File: src/rtl/toss_round_scorer.sv
// ----------------------------------------------------------------------------
// toss_round_scorer
//  Scores one round of ROUND_LEN tosses (one toss per PLAY cycle) by counting
//  hit pulses from the three-heads toss detector. At the end of the round it
//  presents a win/lose verdict on a valid/ack handshake. The verdict is held
//  until the consumer accepts it.
//
// Ports
//  clk           in   1   clock, rising edge
//  rst           in   1   asynchronous active-low reset
//  start         in   1   request a new round (honoured only in IDLE)
//  hit           in   1   detector pulse, counted only in PLAY
//  result_ack    in   1   verdict accepted (honoured only in DONE)
//  busy          out  1   high while a round is being played
//  toss_cnt      out  CW  tosses in the current / last round
//  hit_cnt       out  CW  hits in the current / last round
//  result_valid  out  1   verdict available
//  win           out  1   verdict, meaningful while result_valid=1
// ----------------------------------------------------------------------------
module toss_round_scorer #(
   parameter int unsigned ROUND_LEN = 16,
   parameter int unsigned WIN_HITS  = 2,
   parameter int unsigned CW        = 8
) (
   input  logic          clk,
   input  logic          rst,
   input  logic          start,
   input  logic          hit,
   input  logic          result_ack,
   output logic          busy,
   output logic [CW-1:0] toss_cnt,
   output logic [CW-1:0] hit_cnt,
   output logic          result_valid,
   output logic          win
);

   // One extra bit so the threshold compare cannot overflow.
   localparam int unsigned SW = CW + 1;

   typedef enum logic [1:0] {
      S_IDLE = 2'd0,
      S_PLAY = 2'd1,
      S_DONE = 2'd2
   } state_t;

   state_t          r_state;
   state_t          w_state_nxt;

   logic [CW-1:0]   r_toss;
   logic [CW-1:0]   r_hit;
   logic            r_busy;
   logic            r_valid;
   logic            r_win;

   logic [CW-1:0]   w_toss_nxt;
   logic [CW-1:0]   w_hit_nxt;
   logic            w_busy_nxt;
   logic            w_valid_nxt;
   logic            w_win_nxt;

   logic            w_last;
   logic [SW-1:0]   w_hit_sum;

   // Current cycle is the final toss of the round.
   assign w_last    = (r_toss == CW'(ROUND_LEN - 1));

   // Hit count including this cycle's pulse; the final toss's hit counts.
   assign w_hit_sum = SW'(r_hit) + SW'(hit);

   // Next-state and registered-output decode.
   always_comb begin
      w_state_nxt = r_state;
      w_toss_nxt  = r_toss;
      w_hit_nxt   = r_hit;
      w_busy_nxt  = r_busy;
      w_valid_nxt = r_valid;
      w_win_nxt   = r_win;

      case (r_state)
         S_IDLE: begin
            w_busy_nxt  = 1'b0;
            w_valid_nxt = 1'b0;
            w_win_nxt   = 1'b0;
            if (start) begin
               w_state_nxt = S_PLAY;
               w_toss_nxt  = '0;
               w_hit_nxt   = '0;
               w_busy_nxt  = 1'b1;
            end
         end

         S_PLAY: begin
            w_busy_nxt = 1'b1;
            w_toss_nxt = r_toss + CW'(1);
            w_hit_nxt  = w_hit_sum[CW-1:0];
            if (w_last) begin
               w_state_nxt = S_DONE;
               w_busy_nxt  = 1'b0;
               w_valid_nxt = 1'b1;
               w_win_nxt   = (w_hit_sum >= SW'(WIN_HITS));
            end
         end

         S_DONE: begin
            w_busy_nxt  = 1'b0;
            w_valid_nxt = 1'b1;
            // Ack wins over a coincident start; start must be re-issued.
            if (result_ack) begin
               w_state_nxt = S_IDLE;
               w_valid_nxt = 1'b0;
               w_win_nxt   = 1'b0;
            end
         end

         default: begin
            w_state_nxt = S_IDLE;
            w_busy_nxt  = 1'b0;
            w_valid_nxt = 1'b0;
            w_win_nxt   = 1'b0;
         end
      endcase
   end

   // State and output registers.
   always_ff @(posedge clk or negedge rst) begin
      if (!rst) begin
         r_state <= S_IDLE;
         r_toss  <= '0;
         r_hit   <= '0;
         r_busy  <= 1'b0;
         r_valid <= 1'b0;
         r_win   <= 1'b0;
      end else begin
         r_state <= w_state_nxt;
         r_toss  <= w_toss_nxt;
         r_hit   <= w_hit_nxt;
         r_busy  <= w_busy_nxt;
         r_valid <= w_valid_nxt;
         r_win   <= w_win_nxt;
      end
   end

   assign busy         = r_busy;
   assign toss_cnt     = r_toss;
   assign hit_cnt      = r_hit;
   assign result_valid = r_valid;
   assign win          = r_win;

endmodule

File: config.mk
export PLATFORM = sky130hd
export DESIGN_NAME = toss_round_scorer
export DESIGN_NICKNAME = d
export VERILOG_FILES = /design/src/rtl/toss_round_scorer.sv
export SDC_FILE = /design/constraint.sdc
export NUM_CORES = 1
export LEC_CHECK = 0
export ABC_AREA = 1
export CORE_MARGIN = 2
export CORE_UTILIZATION = 45
export DETAILED_ROUTE_END_ITERATION = 10
export GPL_TIMING_DRIVEN = 0
export PLACE_DENSITY = 0.75
export SYNTH_ARGS = -nofsm -noshare
export SYNTH_HDL_FRONTEND = slang
export SYNTH_SLANG_ARGS = --single-unit
File: constraint.sdc
create_clock -name clk -period 1.5 [get_ports clk]
set_input_delay 0.3 -clock clk [delete_from_list [all_inputs] [get_ports clk]]
set_output_delay 0.3 -clock clk [all_outputs]
set_load 0.03 [all_outputs]
==> flow_summary_export.csv <==
group,metric,value,unit
clocking,clkSinkCount,21,
final_layout,ff_latch_area,528,um2
detailed_routing,vias,1177,
flow_run,cap_violations,0,
timing,setup_violations,2,
logic_synthesis,ys_types,20,
timing,setup_slack,-0.0502,ns
clocking,clk_pin_slew,0.14,ns
timing,rsz0062_at_grt,"true",
power,p_sw_frac,0.457,
setup_path,crit_arrival,1.77,ns
placed_design,dp_hpwl,1.98,mm
setup_path,r2r_slack,-0.05,ns
power,pwr-share-seq,0.321,
die,rows,18,
timing,slew_headroom,0.371,
logic_synthesis,yosysMostFrequentCell,"nand2_1",
final_layout,multi_input_area,672,um2
timing,clock.fmax,0.645,GHz
final_layout,drive_above_1_share,0.216,
clocking,cts_tree,"done",
logic_synthesis,synth_edf_count,0,
final_layout,design_area,1670,um2
logic_synthesis,synth_seq_area_share,0.432,
placed_design,io_buffer_count,23,
setup_path,end_kind,"register",
power,comb_power_share,0.556,
setup_path,cp_top_family,"simple AND/OR/NAND/NOR gates",
logic_synthesis,avgSynthCellArea,7.42,um2
clocking,clk_latency,0.33,ns
global_routing,grtUsageTotal,0.191,
logic_synthesis,syn_area,1220,um2
logic_synthesis,synth_top_area_share,0.432,
power,p_int,1.30,mW
setup_path,crit_top_cell,"nand2_1",
detailed_routing,dr.pass1.iters,4,
timing,period_minus_slack,1.55,ns
logic_synthesis,yosys.area.top_type,"dfrtp_1",
power,peakVddDrop,1.01,mV
final_layout,fillerInstances,215,
worst_hold_path,hp-class,"input pin to async pin",
die,die_x,56.0,um
global_routing,grt_pass1_vias,1187,
setup_path,timing.rr.end,"toss_cnt[5]",
detailed_routing,drt_wl_total,2.89,mm
setup_path,reg2reg_depth,9,
outcome,failed_checks,"negative setup slack",
global_routing,grt_max_degree,22,
setup_path,crit_fanout,4,
timing,hold_viol_final,0,
detailed_routing,postRouteAntennaNets,0,
setup_path,path_cells,"buf_6 -> ha_4 -> inv_4 -> o21ai_4 -> nand2_2 -> nor3_4 -> nand2_1 -> nand2_1 -> nor2_1",
logic_synthesis,ys_seq_elements,21,
power,p_sw,1.09,mW
clocking,numCtsBuffers,3,
final_layout,diodes,0,
power,cellPowerDensity,1440,nW/um2
final_layout,syn2layout_area_growth,37.0,%
global_routing,antenna_found_initial,0,
detailed_routing,drc,0,
placed_design,place_area,1510,um2
setup_path,crit_start,"r_state[0]",
power,p_leak,0.840,nW
timing,maxSlewViolCount,0,
global_routing,gr-total-overflow,0,
outcome,status,"finished, violations left",
setup_path,critPathSlowestCell,"dfrtp_1",
detailed_routing,post_drt_wl_per_cell,12.6,um
setup_path,crit_buf_inv,2,
logic_synthesis,synthTopCellsByCount,"nand2_1 (47), inv_1 (25), dfrtp_1 (21)",
logic_synthesis,syn_nets,175,
logic_synthesis,synth-async-reset-ratio,1.00,
timing,timing.final.crit_share,1.03,
global_routing,grt_pass1_wl,4.84,mm
logic_synthesis,synth_warnings,0,
setup_path,reg2reg_from,"r_state[0]",
timing,tightest_slew,0.941,ns
power,p_clk_frac,0.123,
setup_path,critPathKind,"register to register",
setup_path,cp.required,1.72,ns
logic_synthesis,ys.flop_type,"dfrtp_1",
die,coreArea,2520,um2
placed_design,pre_cts_slack,-0.445,ns
detailed_routing,vias_per_cell,5.14,
clocking,root_buffer,"clkbuf_4",
timing,fin_skew,0.0210,ns
die,die_area,3130,um2
detailed_routing,drtIter0Drc,32,
clocking,cts_hold_buf,0,
setup_path,worst_path_largest_cell_delay,0.42,ns
clocking,cts_buffer_depth,2,
die,ios,24,
die,chipHeight,56.0,um
setup_path,worst-path-stages,9,
logic_synthesis,ys_top_cells_by_area,"dfrtp_1 (43%), nand2_1 (15%), inv_1 (7.7%), ha_1 (6.2%), nor2_1 (5.9%)",
final_layout,fin_nets,211,
logic_synthesis,syn_inst,164,
setup_path,cp-start-kind,"register",
placed_design,gp_congestion,0.808,
clocking,htreeDepth,1,
die,start_util,0.482,
-- placed cells by master, fill, tap and decap left out, drive strengths merged --
cell type | Yosys | layout
dlygate4sd2 | 0 | 10
nand2 | 47 | 47
inv | 28 | 28
nand4 | 5 | 5
o21ai | 12 | 12
a21oi | 3 | 3
nor3 | 4 | 4
nand3 | 8 | 8
o22ai | 3 | 3
a22o | 2 | 2
clkinv | 0 | 1
dfrtp | 21 | 21
ha | 6 | 6
clkdlybuf4s50 | 0 | 3
clkdlybuf4s15 | 0 | 8
buf | 2 | 10
nor2 | 21 | 21
xor2 | 2 | 2
clkbuf | 0 | 5
-- flip-flops by register name (all words and copies together) (netlist names) --
register and count:
hit_cnt 8, busy 1, result_valid 1, win 1
toss_cnt 8, r_state 2
-- cells by family (layout without fill, tap and decap cells) --
family          count (synthesis)  in the layout  share of synthesized area
xor+xnor                        2              2                     0.0144
buf+inv                        30             65                     0.0946
simple gates                   85             85                      0.293
compound gates                 20             20                      0.104
flops                          21             21                      0.432
fa+ha+maj                       6              6                     0.0617
-- cell type report --
type,count,area share
Timing Repair Buffer,31,0.169
Clock inverter,1,0.00300
Inverter,28,0.0646
Tap cell,30,0.0225
Clock buffer,3,0.0135
Buffer,2,0.00751
Sequential cell,21,0.317
Multi-Input combinational cell,113,0.403
-- what timing repair did --
item	in CTS	in global routing
setup buffers	2	6
pin swaps	1	4
gates resized for setup	32	29
gates cloned	0	0
endpoints found under the setup margin	33	17
-- power groups by stage --
stage          logic, mW  registers [mW]  clock network [mW]
6_report            1.33           0.768               0.294
5_1_grt             1.45           0.784               0.330
4_1_cts             1.16           0.765               0.298
3_5_place_dp        1.08           0.778                   0
3_3_place_gp        1.06           0.769                   0
2_1_floorplan      0.583           0.932                   0
-- metrics by stage --
step | util | setup TNS, ns | instances | hold WS, ns | power, mW
floorplan | - | 0 | 164 | 0.00441 | 1.51
CTS | 0.622 | 0 | 223 | 0.503 | 2.22
detailed placement | 0.597 | -2.10 | 217 | 0.472 | 1.86
global route | 0.661 | -0.531 | 229 | 0.508 | 2.57
finish | 0.661 | -0.0516 | 229 | 0.477 | 2.39
global placement | 0.597 | -1.50 | 217 | 0.471 | 1.83
-- layer usage --
layer | global-route usage | up-vias | share of wire
li1 | - | 589 | -
met1 | 0.210 | 546 | 0.42
met2 | 0.348 | 33 | 0.50
met3 | 0.0605 | 9 | 0.059
met4 | 0.0544 | 0 | 0.017
met5 | 0 | - | 0
-- worst max path at each step --
stage | endpoint | slack (ns)
after floorplan | win | 0.01
after global placement | win | -0.41
after detailed placement | win | -0.45
after CTS | win | 0.01
after global routing | toss_cnt[5] | -0.17
final | toss_cnt[5] | -0.05
Power figures use the tool's default switching activity.
